===== src/rtl/rr_arbiter_8.sv =====
// rr_arbiter_8: eight-way round-robin arbiter with request/grant/done handshake.
// Define ARB_TIMEOUT_EN to compile in the MAX_HOLD tenure limit and timeout pulse.
module rr_arbiter_8 #(
   parameter int unsigned MAX_HOLD = 16
) (
   input  logic       clk,
   input  logic       rst_n,
   input  logic [7:0] d,
   input  logic       done,
   output logic [7:0] gnt,
   output logic [2:0] a,
   output logic       gnt_valid,
   output logic       timeout
);

   typedef enum logic {IDLE, OWN} state_t;

   state_t     state_q, state_d;
   logic [2:0] ptr_q, ptr_d;
   logic [2:0] a_q, a_d;
   logic [7:0] gnt_q, gnt_d;
   logic       vld_q, vld_d;
   logic [7:0] rot;
   logic [2:0] sel;
   logic       rel;

   if (MAX_HOLD < 1 || MAX_HOLD > 255) begin : g_bad_hold
      $error("rr_arbiter_8: MAX_HOLD must be 1..255");
   end

`ifdef ARB_TIMEOUT_EN
   logic [7:0] hold_q, hold_d;
   logic       to_q, to_d;
   logic       expire;

   assign expire = (hold_q == 8'(MAX_HOLD - 1));
`endif

   // rot[j] is requester ptr+j, so the lowest set bit is the next in turn
   always_comb begin
      rot = 8'({d, d} >> ptr_q);
      sel = 3'd0;
      for (int j = 7; j >= 0; j--) begin
         if (rot[j]) sel = j[2:0];
      end
   end

   assign rel = done || !d[a_q];

   always_comb begin
      state_d = state_q;
      ptr_d   = ptr_q;
      a_d     = a_q;
      gnt_d   = gnt_q;
      vld_d   = vld_q;
`ifdef ARB_TIMEOUT_EN
      hold_d  = hold_q;
      to_d    = 1'b0;
`endif
      unique case (state_q)
         IDLE: begin
            if (|d) begin
               state_d = OWN;
               a_d     = ptr_q + sel;
               gnt_d   = 8'b1 << a_d;
               vld_d   = 1'b1;
`ifdef ARB_TIMEOUT_EN
               hold_d  = 8'd0;
`endif
            end
         end
         OWN: begin
`ifdef ARB_TIMEOUT_EN
            if (rel || expire) begin
               to_d = !rel;
`else
            if (rel) begin
`endif
               state_d = IDLE;
               ptr_d   = a_q + 3'd1;
               a_d     = 3'd0;
               gnt_d   = 8'd0;
               vld_d   = 1'b0;
            end
`ifdef ARB_TIMEOUT_EN
            else if (hold_q != 8'hFF) begin
               hold_d = hold_q + 8'd1;
            end
`endif
         end
      endcase
   end

   always_ff @(posedge clk) begin
      if (!rst_n) begin
         state_q <= IDLE;
         ptr_q   <= 3'd0;
         a_q     <= 3'd0;
         gnt_q   <= 8'd0;
         vld_q   <= 1'b0;
`ifdef ARB_TIMEOUT_EN
         hold_q  <= 8'd0;
         to_q    <= 1'b0;
`endif
      end else begin
         state_q <= state_d;
         ptr_q   <= ptr_d;
         a_q     <= a_d;
         gnt_q   <= gnt_d;
         vld_q   <= vld_d;
`ifdef ARB_TIMEOUT_EN
         hold_q  <= hold_d;
         to_q    <= to_d;
`endif
      end
   end

   assign gnt       = gnt_q;
   assign a         = a_q;
   assign gnt_valid = vld_q;
`ifdef ARB_TIMEOUT_EN
   assign timeout   = to_q;
`else
   assign timeout   = 1'b0;
`endif

endmodule


===== config.mk =====
export PLATFORM = sky130hd
export DESIGN_NAME = rr_arbiter_8
export DESIGN_NICKNAME = d
export VERILOG_FILES = /design/src/rtl/rr_arbiter_8.sv
export SDC_FILE = /design/constraint.sdc
export NUM_CORES = 1
export LEC_CHECK = 0
export ABC_AREA = 1
export ABC_CLOCK_PERIOD_IN_PS = 3400
export BUFFER_PORTS_ARGS = -buffer_cell sky130_fd_sc_hd__clkbuf_2
export CORE_UTILIZATION = 45
export DETAILED_ROUTE_END_ITERATION = 8
export GPL_ROUTABILITY_DRIVEN = 0
export PLACE_DENSITY_LB_ADDON = 0.2
export SYNTH_ARGS = -nofsm -noshare
export SYNTH_HDL_FRONTEND = slang
export SYNTH_SLANG_ARGS = --single-unit

===== constraint.sdc =====
create_clock -name clk -period 3.4 [get_ports clk]
set_clock_uncertainty 0.15 [all_clocks]
set_input_delay 0.17 -clock clk [delete_from_list [all_inputs] [get_ports clk]]
set_output_delay 0.17 -clock clk [all_outputs]
set_load 0.1 [all_outputs]

==> metrics.md, run 1 <==
| Metric | Value |
|---|---|
| Final Max Tran Viols | 0 |
| Met2 track demand over resource | 35.6% |
| Final antenna diode count | 0 |
| Sequential power share | 23.7% |
| Switch share | 59.3% |
| Number of I/O port buffers | 22 |
| Crit path largest cell delay | 0.58 ns |
| Cell at the slowest stage of the critical path | dfxtp_1 |
| I/O pin total | 24 |
| Max Freq | 325 MHz |
| Minimum period implied by the final worst setup slack | 3.08 ns |
| Clock Power Share | 9.9% |
| Routed via count | 1,289 |
| Post-CTS setup buffers | 0 |
| Crit path cell chain | nand2_1 -> nand3_2 -> nand3_1 -> nand2_1 -> a31oi_1 -> o21ai_0 -> nand2_1 -> a21boi_0 -> ha_1 -> inv_1 -> fa_1 -> xor2_1 -> inv_1 -> nand3_2 -> nand2_4 -> clkinv_2 -> nand2_1 -> a21oi_2 |
| Post-synthesis net count | 204 |
| YS warnings | 0 |
| Sinks on the clock net | 16 |
| Post-Synthesis Cells | 190 |
| Worst vdd ir | 593 uV |
| Total track usage | 20.9% |
| Endpoints failing hold | 0 |
| Critical Path AT | 3.15 ns |
| Initial core utilization | 47.0% |
| Most frequent cells in the layout | 57 x nand2_1, 22 x clkbuf_2, 18 x nand3_1, 15 x dfxtp_1, 13 x nand2_2 |
| Number of remaining DRC errors | 0 |
| Worst Tran Pin Value | 0.540 ns |
| Number of DRC markers in iteration 0 | 49 |
| Required time of the critical path | 3.47 ns |
| TritonCTS clock tree | done |
| Mapped cell area | 0.00128 mm^2 |
| Tightest Hold Check Type | primary input to register |
| Height of the die | 55.4 um |
| Worst setup slack after layout | 0.324 ns |
| Most used routing layer | met2 |
| CP startpoint | ptr_q[0] |
| Count of placed standard cells including taps | 237 |
| Part of the cycle the worst path needs | 90.5% |
| Post-DRT Antenna Nets | 0 |
| Post-detail-place hpwl | 2360 um |
| Number of global-route vias before repair | 1,247 |
| Number of buffers created by CTS | 3 |
| Internal power summed over all cells | 0.518 mW |
| Result of the run | complete, no violations |
| Leakage power figure | 0.651 nW |
| Worst r2r src | ptr_q[0] |
| Total congestion overflow after global routing | 0 |
| Fraction of met1 tracks used by global routing | 25.5% |
| Depth of the worst register-to-register path | 18 |
| Number of distinct standard cells referenced by the synthesized netlist | 36 |
| Core box area | 0.00273 mm^2 |
| Longest Clk Path Bufs | 2 |
| Register area share after synthesis | 25.0% |
| Critical setup path kind | register to register |
| Worst Path Max Fanout | 10 |
| Critical Path Start Type | register |
| Pin count of the biggest net entering global routing | 14 |
| Setup WS pre-CTS | 0.341 ns |
| # H-tree levels | 1 |
| Number of instances on the worst hold path | 5 |
| Antenna violations before repair | 0 |
| Proportion of layout cells with a drive suffix above 1 | 29.9% |
| Max capacitance violation total | 0 |
| Synthesized flop and latch total | 16 |
| Final routed wire length divided by cell count | 12.2 um |
| Latest clock arrival within the worst-skew pair | 0.28 ns |
| Part of the power in combinational logic | 66.5% |
| Unrepaired setup endpoints after global routing | no |
| Final std cells w/o fill | 242 |
| Min-delay src | done |
| Syn-to-layout area delta | 11.4% |
| Power per cell area | 890 mW/mm^2 |
| Mean area per synthesized cell | 6.76 um^2 |
| Number of placement rows | 19 |
| Setup crit end kind | register |
| Aggregate routed wire length | 2950 um |
| Final Net Count | 226 |
| Via/cell ratio | 5.33 |
| CTS clock-pin slew for the worst setup and hold paths | 0.09 ns |
| Cell repeated most along the worst path | nand2_1 |
| Final TNS setup | 0 ns |
| Final count of negative-setup-slack endpoints | 0 |
| Filler cells | 282 |
| Most frequent standard cell in the layout excluding fill and tap cells | nand2_1 |
| DIE WIDTH | 55.4 um |
| Net Switching | 0.755 mW |
| Met3 usage | 2.58% |
| Cell at the root of the clock tree | clkbuf_4 |
| Total die area | 0.00307 mm^2 |
| First-pass GRT wire length | 5290 um |
| First-pass iteration count of the detailed router | 4 |
| Slew margin rel. | 64.1% |
## logic make-up (layout without fill, tap and decap cells)
logic type,after synthesis,count (layout),synth area share (%)
AND/OR/NAND/NOR,117,117,46.2
AO/OA/AOI/OAI,28,28,13.8
buffers and inverters,23,44,9.84
flip-flops,16,16,25.0
adder cells (fa/ha/maj),3,3,3.51
XOR/XNOR,2,2,1.36
other,1,1,0.292
## through the flow
step                      instance area [um^2]  hold slack (ns)  total power, mW  utilization [%]
final                                     1430            0.167             1.27             52.3
after global routing                      1430            0.188             1.38             52.3
after CTS                                 1430            0.167             1.28             52.3
after detailed placement                  1380            0.297             1.15             50.6
after global placement                    1380            0.285             1.14             50.6
after floorplan                           1280            0.158             1.03                -
## cell usage after synthesis
cell | n | area [um^2]
fa_1 | 1 | 20.0
xor2_1 | 1 | 8.76
o21ai_0 | 5 | 25.0
nor2_4 | 3 | 33.8
nand3_1 | 18 | 90.1
xnor2_1 | 1 | 8.76
nand2_2 | 13 | 81.3
o211ai_1 | 4 | 30.0
clkbuf_1 | 1 | 3.75
a21oi_1 | 9 | 45.0
nand4_1 | 1 | 6.26
clkinv_2 | 1 | 5.00
a21oi_2 | 5 | 43.8
nor3_1 | 2 | 10.0
conb_1 | 1 | 3.75
inv_2 | 1 | 3.75
nor4_1 | 3 | 18.8
a211oi_1 | 1 | 7.51
nand2_4 | 2 | 22.5
ha_1 | 2 | 25.0
inv_4 | 1 | 6.26
dfxtp_1 | 16 | 320
nor2_2 | 1 | 6.26
buf_4 | 2 | 15.0
buf_6 | 3 | 33.8
inv_1 | 12 | 45.0
nand2_1 | 57 | 214
a21boi_0 | 1 | 7.51
and2_1 | 1 | 6.26
a31oi_1 | 1 | 6.26
clkbuf_2 | 1 | 5.00
o21ai_1 | 1 | 5.00
o21bai_1 | 1 | 7.51
nand3_2 | 7 | 70.1
inv_6 | 1 | 8.76
nor2_1 | 9 | 33.8
## cell type report
type                       instances  area [um^2]  share of cell area (%)
clock buffer                       4         36.3                    2.54
tap                               31         38.8                    2.71
inverter                          16         68.8                    4.81
timing repair buffer              24          128                    8.92
sequential                        16          322                    22.5
multi-input combinational        151          837                    58.5
## final timing paths
path,slack [ns],to
max,0.32,gnt[5]
min,0.17,ptr_q[1]
max reg2reg,0.32,gnt[5]
min reg2reg,0.32,gnt[1]
## sequential cells by signal, indices dropped and copies added (netlist names)
signal,flops
ptr_q,3
gnt,8
state_q,1
gnt_valid,1
a,3
## layer usage
layer	vias up	routed length, um
met3	8	123
met1	583	1220
met2	33	1520
met4	0	76
met5	-	0
li1	665	-
## worst max-delay path, delay by kind of cell, from the launching register on
kind / cells / cell delay (ns)
AND/OR/NAND/NOR: 8 / 0.77
XOR/XNOR: 1 / 0.28
adder cells (fa/ha/maj): 2 / 0.54
buffers and inverters: 3 / 0.20
AO/OA/AOI/OAI: 4 / 0.49
flip-flops: 1 / 0.58
## power groups by stage
stage | clock network (mW) | logic (mW) | registers [mW]
after global placement | 0 | 0.836 | 0.301
after floorplan | 0 | 0.490 | 0.537
after CTS | 0.130 | 0.851 | 0.300
final | 0.125 | 0.846 | 0.302
after global routing | 0.140 | 0.929 | 0.313
after detailed placement | 0 | 0.846 | 0.303
## timing repair
item,4_1_cts,5_1_grt
endpoints found under the setup margin,0,3
endpoints found under the hold margin,2,0
hold buffers,1,0
gates resized for setup,0,1
(Power assumes the default switching activity.)
==> run 2, diff against run 1 <==
Settings changed: RECOVER_POWER set to 100.
==> metrics.md, run 2 (synthesis results as in run 1) <==
| Metric | Value |
|---|---|
| Sinks on the clock net | 16 (unchanged) |
| Endpoint of the most critical setup path | gnt[6] (was gnt[5]) |
| Longest Clk Path Bufs | 2 (unchanged) |
| Number of global-route vias before repair | 1,247 (unchanged) |
| Max capacitance violation total | 0 (unchanged) |
| Pin count of the biggest net entering global routing | 14 (unchanged) |
| Number of remaining DRC errors | 0 (unchanged) |
| # H-tree levels | 1 (unchanged) |
| Final antenna diode count | 0 (unchanged) |
| CP startpoint | ptr_q[0] (unchanged) |
| Hold WS | 0.153 ns (was 0.167 ns) |
| Height of the die | 55.4 um (unchanged) |
| Setup crit end kind | register (unchanged) |
| Latest clock arrival within the worst-skew pair | 0.28 ns (about the same) |
| CTS clock-pin slew for the worst setup and hold paths | 0.10 ns (was 0.09 ns) |
| Core box area | 0.00273 mm^2 (unchanged) |
| Critical Path AT | 3.14 ns (was 3.15 ns) |
| Most frequent cells in the layout | 57 x nand2_1, 18 x nand3_1, 15 x dfxtp_1, 13 x inv_1, 13 x nand2_2 (was 57 x nand2_1, 22 x clkbuf_2, 18 x nand3_1, 15 x dfxtp_1, 13 x nand2_2) |
| Post-CTS setup buffers | 0 (unchanged) |
| Family of cells with the greatest summed delay on the critical path | simple AND/OR/NAND/NOR gates (unchanged) |
| Final count of negative-setup-slack endpoints | 0 (unchanged) |
| Total track usage | 20.9% (unchanged) |
| Total die area | 0.00307 mm^2 (unchanged) |
| Post-DRT Antenna Nets | 0 (unchanged) |
| Seq. cell area | 322 um^2 (unchanged) |
| Max Freq | 325 MHz (about the same) |
| Final design utilization | 51.4% (was 52.3%) |
| Slew margin rel. | 22.9% (was 64.1%) |
| Antenna violations before repair | 0 (unchanged) |
| Tightest Hold Check Type | primary input to register (unchanged) |
| Via/cell ratio | 5.23 (was 5.33) |
| Buf/Inv on CP | 3 (unchanged) |
| Most frequent standard cell in the layout excluding fill and tap cells | nand2_1 (unchanged) |
| Routed via count | 1,265 (was 1,289) |
| Number of placement rows | 19 (unchanged) |
| Aggregate routed wire length | 2940 um (was 2950 um) |
| Minimum period implied by the final worst setup slack | 3.07 ns (was 3.08 ns) |
| Filler cells | 288 (was 282) |
| Initial core utilization | 47.0% (unchanged) |
| Crit path cell chain | nand2_1 -> nand3_2 -> nand3_1 -> nand2_1 -> a31oi_1 -> o21ai_0 -> nand2_1 -> a21boi_0 -> ha_1 -> inv_1 -> fa_1 -> xor2_1 -> inv_1 -> nand3_2 -> nand2_4 -> clkinv_2 -> nand2_1 -> a21oi_1 (was nand2_1 -> nand3_2 -> nand3_1 -> nand2_1 -> a31oi_1 -> o21ai_0 -> nand2_1 -> a21boi_0 -> ha_1 -> inv_1 -> fa_1 -> xor2_1 -> inv_1 -> nand3_2 -> nand2_4 -> clkinv_2 -> nand2_1 -> a21oi_2) |
| Critical Path Start Type | register (unchanged) |
| Syn-to-layout area delta | 9.36% (was 11.4%) |
| Number of buffers created by CTS | 3 (unchanged) |
| Crit path largest cell delay | 0.58 ns (about the same) |
| Worst vdd ir | 597 uV (was 593 uV) |
| First-pass iteration count of the detailed router | 4 (unchanged) |
| I/O pin total | 24 (unchanged) |
| Proportion of layout cells with a drive suffix above 1 | 22.3% (was 29.9%) |
| Part of the cycle the worst path needs | 90.4% (was 90.5%) |
| Cell repeated most along the worst path | nand2_1 (unchanged) |
| Result of the run | complete, no violations (unchanged) |
| Depth of the worst register-to-register path | 18 (unchanged) |
| Worst Path Max Fanout | 10 (unchanged) |
| Required time of the critical path | 3.47 ns (about the same) |
| Number of I/O port buffers | 22 (unchanged) |
| Largest register FFs | 8 (unchanged) |
| Cell at the slowest stage of the critical path | dfxtp_1 (unchanged) |
| Total congestion overflow after global routing | 0 (unchanged) |
| Final TNS setup | 0 ns (unchanged) |
| Power per cell area | 897 mW/mm^2 (was 890 mW/mm^2) |
| Final routed wire length divided by cell count | 12.2 um (about the same) |
| Reg2Reg Capture Point | gnt[6] (was gnt[5]) |
| Reg2Reg Setup Slack | 0.33 ns (was 0.32 ns) |
| Final Net Count | 226 (unchanged) |
| TritonCTS clock tree | done (unchanged) |
| Total area of multi-input combinational cells | 826 um^2 (was 837 um^2) |
| Leakage power figure | 0.612 nW (was 0.651 nW) |
| Critical setup path kind | register to register (unchanged) |
| Endpoints failing hold | 0 (unchanged) |
| Total stage count of the critical path | 18 (unchanged) |
| Worst r2r src | ptr_q[0] (unchanged) |
| DIE WIDTH | 55.4 um (unchanged) |
| Final Max Tran Viols | 0 (unchanged) |
| Worst Tran Pin Value | 1.16 ns (was 0.540 ns) |
| Unrepaired setup endpoints after global routing | no (unchanged) |
| Cell at the root of the clock tree | clkbuf_4 (unchanged) |
| First-pass GRT wire length | 5290 um (unchanged) |
| Number of DRC markers in iteration 0 | 51 (was 49) |
| Post-detail-place hpwl | 2360 um (unchanged) |
-- run 2: per-layer routing --
layer	track usage (%)	up-vias	part of all wire [%]
met5	0	-	0
met4	11.1	0	3.3
met3	2.58	10	3.9
met2	35.6	31	50
met1	25.5	560	42
li1	-	664	-
-- run 2: area by class of cell --
class	instances	area share (%)
clock buffer	4	2.58
multi-input combinational	151	58.8
inverter	16	4.90
timing repair buffer	24	8.02
tap	31	2.76
sequential	16	22.9
-- run 2: through the flow --
stage / power [mW] / instances / setup WS [ns] / cell area, um^2
after floorplan: 1.03 / 190 / 0.708 / 1280
after global placement: 1.14 / 237 / 0.380 / 1380
after CTS: 1.28 / 242 / 0.297 / 1430
after global routing: 1.37 / 242 / 0.0193 / 1400
final: 1.26 / 242 / 0.327 / 1400
after detailed placement: 1.15 / 237 / 0.341 / 1380
-- run 2: timing repair --
action,in CTS,in global routing
hold buffers,1,0
setup endpoints to repair,0,3
resized for setup,0,1
endpoints found under the hold margin,2,0
-- run 2: worst min path at each step --
stage / startpoint / endpoint / depth (start not counted)
after floorplan: rst_n / ptr_q[0] / 2
after global placement: rst_n / ptr_q[2] / 3
after detailed placement: rst_n / ptr_q[1] / 3
after CTS: done / ptr_q[1] / 5
after global routing: done / ptr_q[0] / 5
final: done / ptr_q[1] / 5
-- run 2: power breakdown --
part	total [mW]	switching (mW)	internal, mW	leakage [nW]
Clock	0.126	0.0605	0.0652	0.0210
Sequential	0.302	0.0654	0.237	0.131
Combinational	0.832	0.626	0.206	0.459
Total	1.26	0.752	0.507	0.612
-- run 2: worst reg2reg max path: stages (launching register included) --
cell and delay, ns:
dfxtp_1 0.58, nand2_1 0.17, nand3_2 0.13, nand3_1 0.07
nand2_1 0.10, a31oi_1 0.08, o21ai_0 0.15, nand2_1 0.06
a21boi_0 0.15, ha_1 0.18, inv_1 0.05, fa_1 0.36
xor2_1 0.28, inv_1 0.09, nand3_2 0.11, nand2_4 0.07
clkinv_2 0.06, nand2_1 0.05, a21oi_1 0.11
==> run 3, diff against run 2 <==
Settings changed: CORE_ASPECT_RATIO set to 1.2.
==> metrics.md, run 3 (synthesis results as in run 1) <==
| Metric | Value |
|---|---|
| Result of the run | complete, no violations (unchanged) |
| Slew margin rel. | 22.3% (was 22.9%) |
| Part of the cycle the worst path needs | 91.5% (was 90.4%) |
| Latest clock arrival within the worst-skew pair | 0.29 ns (was 0.28 ns) |
| Post-detail-place hpwl | 2310 um (was 2360 um) |
| Antenna violations before repair | 0 (unchanged) |
| First-pass iteration count of the detailed router | 4 (unchanged) |
| Area of placed instances | 0.00139 mm^2 (was 0.00138 mm^2) |
| Crit path cell chain | nand2_1 -> nand3_1 -> nand3_1 -> nand2_1 -> a31oi_1 -> o21ai_0 -> nand2_1 -> a21boi_0 -> ha_1 -> inv_1 -> fa_1 -> xor2_1 -> inv_1 -> nand3_2 -> nand2_4 -> clkinv_2 -> nand2_1 -> a21oi_2 (was nand2_1 -> nand3_2 -> nand3_1 -> nand2_1 -> a31oi_1 -> o21ai_0 -> nand2_1 -> a21boi_0 -> ha_1 -> inv_1 -> fa_1 -> xor2_1 -> inv_1 -> nand3_2 -> nand2_4 -> clkinv_2 -> nand2_1 -> a21oi_1) |
| Core box area | 0.00263 mm^2 (was 0.00273 mm^2) |
| Crit path largest cell delay | 0.60 ns (was 0.58 ns) |
| Sinks on the clock net | 16 (unchanged) |
| Syn-to-layout area delta | 9.26% (was 9.36%) |
| Minimum period implied by the final worst setup slack | 3.11 ns (was 3.07 ns) |
| Total chip power | 1.23 mW (was 1.26 mW) |
| Post-DRT Antenna Nets | 0 (unchanged) |
| Required time of the critical path | 3.47 ns (about the same) |
| Final routed wire length divided by cell count | 11.9 um (was 12.2 um) |
| Largest register FFs | 8 (unchanged) |
| Buf/Inv on CP | 3 (unchanged) |
| Final std cells w/o fill | 243 (was 242) |
| Power per cell area | 880 mW/mm^2 (was 897 mW/mm^2) |
| Number of global-route vias before repair | 1,187 (was 1,247) |
| # H-tree levels | 1 (unchanged) |
| Worst Path Max Fanout | 10 (unchanged) |
| Count of placed standard cells including taps | 239 (was 237) |
| Sequential power share | 24.2% (was 24.0%) |
| DIE WIDTH | 50.8 um (was 55.4 um) |
| Unrepaired setup endpoints after global routing | no (unchanged) |
| Max Freq | 322 MHz (was 325 MHz) |
| Total die area | 0.00307 mm^2 (about the same) |
| Final Max Tran Viols | 0 (unchanged) |
| Worst Tran Pin Value | 1.17 ns (was 1.16 ns) |
| Count of instances resized after the clock tree is built | 0 (unchanged) |
| Internal power summed over all cells | 0.484 mW (was 0.507 mW) |
| Initial core utilization | 48.9% (was 47.0%) |
| Pin count of the biggest net entering global routing | 14 (unchanged) |
| Number of remaining DRC errors | 0 (unchanged) |
| Number of placement rows | 20 (was 19) |
| Worst vdd ir | 539 uV (was 597 uV) |
| Number of buffers created by CTS | 3 (unchanged) |
| Cell repeated most along the worst path | nand2_1 (unchanged) |
| Final TNS setup | 0 ns (unchanged) |
| CTS clock-pin slew for the worst setup and hold paths | 0.09 ns (was 0.10 ns) |
| TritonCTS clock tree | done (unchanged) |
| Final design utilization | 53.4% (was 51.4%) |
| Number of DRC markers in iteration 0 | 30 (was 51) |
| Final antenna diode count | 0 (unchanged) |
| Critical Path Start Type | register (unchanged) |
| Final count of negative-setup-slack endpoints | 0 (unchanged) |
| Design Area, Final | 0.00140 mm^2 (about the same) |
| Routed via count | 1,282 (was 1,265) |
| Cell at the root of the clock tree | clkbuf_4 (unchanged) |
| Cell at the slowest stage of the critical path | dfxtp_1 (unchanged) |
| Endpoints failing hold | 0 (unchanged) |
| I/O pin total | 24 (unchanged) |
| Longest Clk Path Bufs | 2 (unchanged) |
| Filler cells | 275 (was 288) |
| Setup crit end kind | register (unchanged) |
| Critical setup path kind | register to register (unchanged) |
| Height of the die | 60.5 um (was 55.4 um) |
| Aggregate routed wire length | 2890 um (was 2940 um) |
| Switch share | 60.7% (was 59.7%) |
| Max capacitance violation total | 0 (unchanged) |
| Most frequent standard cell in the layout excluding fill and tap cells | nand2_1 (unchanged) |
| Total congestion overflow after global routing | 0 (unchanged) |
| Proportion of layout cells with a drive suffix above 1 | 22.9% (was 22.3%) |
| Net Switching | 0.749 mW (was 0.752 mW) |
| Total track usage | 21.2% (was 20.9%) |
| Part of the power in combinational logic | 67.9% (was 66.0%) |
| Via/cell ratio | 5.28 (was 5.23) |
| Tightest Hold Check Type | primary input to register (unchanged) |
| Critical Path AT | 3.18 ns (was 3.14 ns) |
| Most frequent cells in the layout | 57 x nand2_1, 18 x nand3_1, 16 x dfxtp_1, 13 x inv_1, 13 x nand2_2 (was 57 x nand2_1, 18 x nand3_1, 15 x dfxtp_1, 13 x inv_1, 13 x nand2_2) |
| Final Net Count | 226 (unchanged) |
| Family of cells with the greatest summed delay on the critical path | simple AND/OR/NAND/NOR gates (unchanged) |
| Leakage power figure | 0.604 nW (was 0.612 nW) |
| Clock Power Share | 7.9% (was 10.0%) |
| Post-CTS setup buffers | 0 (unchanged) |
| Number of I/O port buffers | 22 (unchanged) |
| First-pass GRT wire length | 4910 um (was 5290 um) |
run 3: cell count changes in the layout (fill, tap and decap cells not counted):
cell	previous run	this run
a21oi_1	12	9
a21oi_2	2	5
clkbuf_8	1	0
dfxtp_1	15	16
dfxtp_2	1	0
run 3: tightest hold or removal path, cell delays in order:
cell,delay [ns]
clkbuf_2,0.08
inv_1,0.04
o211ai_1,0.10
nand2_2,0.10
a21oi_1,0.07
run 3: worst paths after layout:
kind | startpoint | endpoint | slack, ns | depth (start not counted)
worst max-delay path | ptr_q[0] | a[2] | 0.29 | 18
worst max register to register | ptr_q[0] | a[2] | 0.29 | 18
worst min-delay path | done | ptr_q[1] | 0.17 | 5
worst min register to register | gnt[3] | gnt[3] | 0.32 | 2
run 3: metrics by stage:
stage	setup WS, ns	hold WS (ns)
floorplan	0.708	0.158
global placement	0.386	0.281
detailed placement	0.306	0.288
CTS	0.301	0.182
global route	0.00916	0.201
finish	0.290	0.172
run 3: power groups by stage:
stage          combinational (mW)  sequential (mW)  clock (mW)
2_1_floorplan               0.490            0.537           0
3_3_place_gp                0.835            0.299           0
3_5_place_dp                0.842            0.303           0
4_1_cts                     0.847            0.299      0.0998
5_1_grt                     0.920            0.307       0.107
6_report                    0.838            0.298      0.0979
run 3: timing repair:
item                                    in CTS  in global routing
endpoints found under the hold margin        2                  0
hold buffers                                 1                  0
endpoints found under the setup margin       0                  0
run 3: layout make-up:
| class | instances | area (um^2) | share of cell area, % |
|---|---|---|---|
| multi-input combinational | 151 | 837 | 59.7 |
| sequential | 16 | 320 | 22.8 |
| timing repair buffer | 24 | 113 | 8.03 |
| inverter | 16 | 68.8 | 4.91 |
| tap | 33 | 41.3 | 2.94 |
| clock buffer | 3 | 22.5 | 1.61 |
run 3: routing by layer:
| layer | up-vias | track usage, % | routed length, um |
|---|---|---|---|
| met5 | - | 0 | 0 |
| met1 | 575 | 24.1 | 1250 |
| met4 | 0 | 10.3 | 61 |
| met2 | 35 | 39.0 | 1450 |
| met3 | 6 | 3.01 | 122 |
| li1 | 666 | - | - |
